### src/rtl/noc_rr_arbiter.sv
// Packet-aware NoC output arbiter: round-robin or fixed priority,
// registered one-hot grant with optional lock until the tail flit.
module noc_rr_arbiter #(
   parameter int NUM_REQ        = 4,
   parameter int ARB_MODE       = 0,
   parameter int LOCK_ON_PACKET = 1,
   localparam int IDW = (NUM_REQ > 1) ? $clog2(NUM_REQ) : 1
) (
   input  logic               clk,
   input  logic               rst,
   input  logic [NUM_REQ-1:0] req,
   input  logic [NUM_REQ-1:0] req_last,
   input  logic               out_ready,
   output logic [NUM_REQ-1:0] gnt,
   output logic [IDW-1:0]     gnt_id,
   output logic               gnt_valid,
   output logic               fire
);

   typedef enum logic {IDLE, BUSY} state_t;

   state_t             state_q, state_d;
   logic [IDW-1:0]     owner_q, owner_d;
   logic [IDW-1:0]     ptr_q, ptr_d;
   logic [NUM_REQ-1:0] gnt_q, gnt_d;

   logic [IDW-1:0] ptr_nxt;
   logic [IDW:0]   pick_cur, pick_rel;
   logic           release_w;

   // Returns {found, index}; scanning downward lets the lowest offset win.
   function automatic logic [IDW:0] arb(input logic [NUM_REQ-1:0] r,
                                        input logic [IDW-1:0] p);
      logic [IDW:0]   res;
      logic [IDW-1:0] idx;
      int             j;
      res = '0;
      for (int i = NUM_REQ - 1; i >= 0; i--) begin
         j = (ARB_MODE == 1) ? i : int'(p) + i;
         if (j >= NUM_REQ) j = j - NUM_REQ;
         idx = IDW'(j);
         if (r[idx]) res = {1'b1, idx};
      end
      return res;
   endfunction

   assign gnt_valid = (state_q == BUSY);
   assign gnt       = gnt_q;
   assign gnt_id    = owner_q;
   assign fire      = gnt_valid & req[owner_q] & out_ready;

   assign ptr_nxt  = (owner_q == IDW'(NUM_REQ - 1)) ? '0 : owner_q + 1'b1;
   assign pick_cur = arb(req, ptr_q);
   assign pick_rel = arb(req, ptr_nxt);

   // An owner that drops req aborts its packet; fire is low then.
   assign release_w = !req[owner_q] |
                      (fire & (req_last[owner_q] | (LOCK_ON_PACKET == 0)));

   always_comb begin
      state_d = state_q;
      owner_d = owner_q;
      ptr_d   = ptr_q;
      unique case (state_q)
         IDLE: begin
            if (pick_cur[IDW]) begin
               state_d = BUSY;
               owner_d = pick_cur[IDW-1:0];
            end
         end
         BUSY: begin
            if (release_w) begin
               ptr_d = ptr_nxt;
               if (pick_rel[IDW]) begin
                  owner_d = pick_rel[IDW-1:0];
               end else begin
                  state_d = IDLE;
                  owner_d = '0;
               end
            end
         end
      endcase
      gnt_d = '0;
      if (state_d == BUSY) gnt_d[owner_d] = 1'b1;
   end

   always_ff @(posedge clk or posedge rst) begin
      if (rst) begin
         state_q <= IDLE;
         owner_q <= '0;
         ptr_q   <= '0;
         gnt_q   <= '0;
      end else begin
         state_q <= state_d;
         owner_q <= owner_d;
         ptr_q   <= ptr_d;
         gnt_q   <= gnt_d;
      end
   end

endmodule

### config.mk
export PLATFORM = sky130hd
export DESIGN_NAME = noc_rr_arbiter
export DESIGN_NICKNAME = d
export VERILOG_FILES = /design/src/rtl/noc_rr_arbiter.sv
export SDC_FILE = /design/constraint.sdc
export NUM_CORES = 1
export LEC_CHECK = 0
export CORE_UTILIZATION = 47
export DETAILED_ROUTE_END_ITERATION = 6
export GPL_TIMING_DRIVEN = 0
export HOLD_SLACK_MARGIN = 0.06
export PLACE_DENSITY = 0.74
export SLEW_MARGIN = 20
export SYNTH_ARGS = -nofsm -noshare
export SYNTH_HDL_FRONTEND = slang
export SYNTH_SLANG_ARGS = --single-unit
### constraint.sdc
create_clock -name clk -period 3.3 [get_ports clk]
set_input_delay 0.99 -clock clk [delete_from_list [all_inputs] [get_ports clk]]
set_output_delay 0.99 -clock clk [all_outputs]
set_load 0.02 [all_outputs]
==> metrics.cfg <==
[run_status]
outcome = completed

[synthesis]
synth_ff_type = dfrtp_1
synth_area_um2 = 908
syn_inst = 99
yosysSeqAreaShare = 0.248
avgSynthCellArea_um2 = 9.18
async_flop_share = 1.00
synth_seq_cells = 9
synth-edff-count = 0
yosysWarningCount = 0
syn-num-nets = 112
post_synth_num_cell_types = 45

[die]
start_util = 0.515
coreArea_um2 = 1760
std_cell_rows = 15
die_y_um = 46.0
die_area_um2 = 2110
die_width_um = 46.0
boundaryPins = 19

[pwr]
p_total_uw = 1110
peakVddDrop_mv = 0.649
power_density_nw_per_um2 = 964
leakagePower_uw = 0.000487

[placement]
gp_congestion = 0.897
dp_hpwl_um = 1570
placed_area_um2 = 1120
port_buffers = 18
pre_cts_slack_ns = -0.452

[grt]
antenna_found_initial = 0
grt-busiest-layer = met2
grt_pass1_vias = 809
grtUsageTotal = 0.227
grtUsageMet2 = 0.394
grt_max_degree = 11
grt_pass1_wl_um = 3460
use_met3 = 0.0397
grt.met1_usage = 0.277
grt_overflow_total = 0

[timing]
fin_crit_ns = 3.22
grt_setup_unrepaired = no
worst_pin_slew_ns = 0.411
finalHoldViolCount = 0
hold_ws_ns = 0.564
fin_ws_ns = 0.0752
finalMaxSlewViolations = 0
relSlewSlack = 0.722
timing.final.crit_share = 0.977
setup_viol = 0
finClkSkew_ns = 0.00229
fmax_ghz = 0.310
finalSetupTns_ns = 0

[clock_network]
clock_path_buffers = 2
root_buffer = clkbuf_4
htreeDepth = 1
cts_buffers = 3
clkSlewWorstSetupHoldPaths_ns = 0.05
cts.sinks = 9
cts_tree = built
clkLatencyLatePin_ns = 0.25

[worst_setup_path]
critPathArrivalTime_ns = 2.23
end_kind = output port
worst-endpoint-required_ns = 2.31
crit_type = input port to output port
critPathLaunchType = input port
path_max_fanout = 3

[layout]
final_nets = 136
diodes = 0
area_growth_pct = 27.0
stdcell_area_um2 = 1150
drive_above_1_share = 0.221

[job]
cap_violations = 0

[detailed_routing]
via_per_inst = 5.67
num_vias = 833
dr.first_iter.drc_count = 14
firstDrtPassIters = 5
drt_wl_total_um = 2040
drt.antenna.violating_nets = 0
wire_per_inst_um = 13.8
route.detailed.drc = 0

[min_path]
min_path_type = register to register

[through the flow]
step           utilization  cells
3_3_place_gp         0.635    142
5_1_grt              0.654    147
4_1_cts              0.652    147
3_5_place_dp         0.635    142
6_report             0.654    147
2_1_floorplan            -     99
[power breakdown]
part / total, µW / switching, µW / internal, µW
Sequential: 219 / 54.6 / 165
Combinational: 814 / 405 / 410
Clock: 77.7 / 31.5 / 46.1
Total: 1110 / 491 / 621
[synthesized netlist by cell type, types with 2 or more instances]
cell	count	area share
nor2_1	9	0.037
a21oi_1	10	0.055
nand2_1	4	0.017
buf_4	3	0.025
inv_1	3	0.012
mux2_2	3	0.037
clkbuf_8	2	0.030
and2_1	3	0.021
nand2b_1	3	0.021
dfrtp_1	9	0.25
ha_1	2	0.028
nor3b_1	3	0.025
a21boi_1	2	0.017
nor3_1	4	0.022
mux2i_1	5	0.055
inv_2	2	0.0083
o221ai_1	3	0.029
mux4_2	2	0.050
[cell families after synthesis]
| kind of cell | Yosys count | share of synthesized area |
|---|---|---|
| buf+inv | 12 | 0.105 |
| fa+ha+maj | 2 | 0.0275 |
| flops | 9 | 0.248 |
| compound gates | 26 | 0.205 |
| xor+xnor | 1 | 0.00964 |
| mux | 10 | 0.142 |
| simple gates | 39 | 0.263 |
[final timing paths]
kind                                      startpoint                   end  slack [ns]  depth (start not counted)
worst max-delay path                          req[3]                  fire        0.08                          4
worst min-delay path            ptr_q[0]$_DFFE_PP0P_  ptr_q[0]$_DFFE_PP0P_        0.56                          1
worst max register to register   gnt_id[0]$_DFF_PP0_      gnt[2]$_DFF_PP0_        0.43                          9
worst min register to register  ptr_q[0]$_DFFE_PP0P_  ptr_q[0]$_DFFE_PP0P_        0.56                          1
max in group asynchronous                        rst   gnt_id[1]$_DFF_PP0_        2.08                          2
min in group asynchronous                        rst      gnt[0]$_DFF_PP0_        0.99                          2
[state kept, by name (all words and copies together) (netlist names)]
register,cells
gnt,4
gnt_id,2
gnt_valid,1
ptr_q,2
[repair_timing]
| action | 4_1_cts | 5_1_grt |
|---|---|---|
| setup buffers | 1 | 0 |
| resized for setup | 6 | 1 |
| endpoints found under the setup margin | 1 | 1 |
| hold endpoints to repair | 0 | 0 |
| hold buffers | 0 | 0 |
[cell usage in the layout, fill, tap and decap left out, drive strengths merged, types with 2 or more instances in the layout]
cell and count:
clkdlybuf4s50 15, a21oi 10, nor2 10, dfrtp 9
buf 7, clkbuf 6, mux2i 5, inv 5
nand2 4, nor3 4, and2 4, nor3b 4
mux2 3, nand2b 3, o221ai 3, mux4 2
a21boi 2, ha 2, o21ai 2
[layer usage]
| layer | share of wire | up-vias |
|---|---|---|
| li1 | - | 412 |
| met3 | 0.036 | 8 |
| met2 | 0.50 | 27 |
| met5 | 0 | - |
| met1 | 0.45 | 386 |
| met4 | 0.012 | 0 |
[layout make-up]
class	count	area [µm²]
sequential	9	225
timing repair buffer	19	184
multi-input combinational	78	588
inverter	5	18.8
fill	157	611
tap	25	31.3
clock buffer	4	26.3
buffer	7	80.1
[critical path, cell delays in order]
cell and delay, ns:
clkdlybuf4s50_1 0.44, mux4_2 0.50, and2_1 0.15, buf_2 0.15
Note: power is estimated with default switching activity, not from simulation.
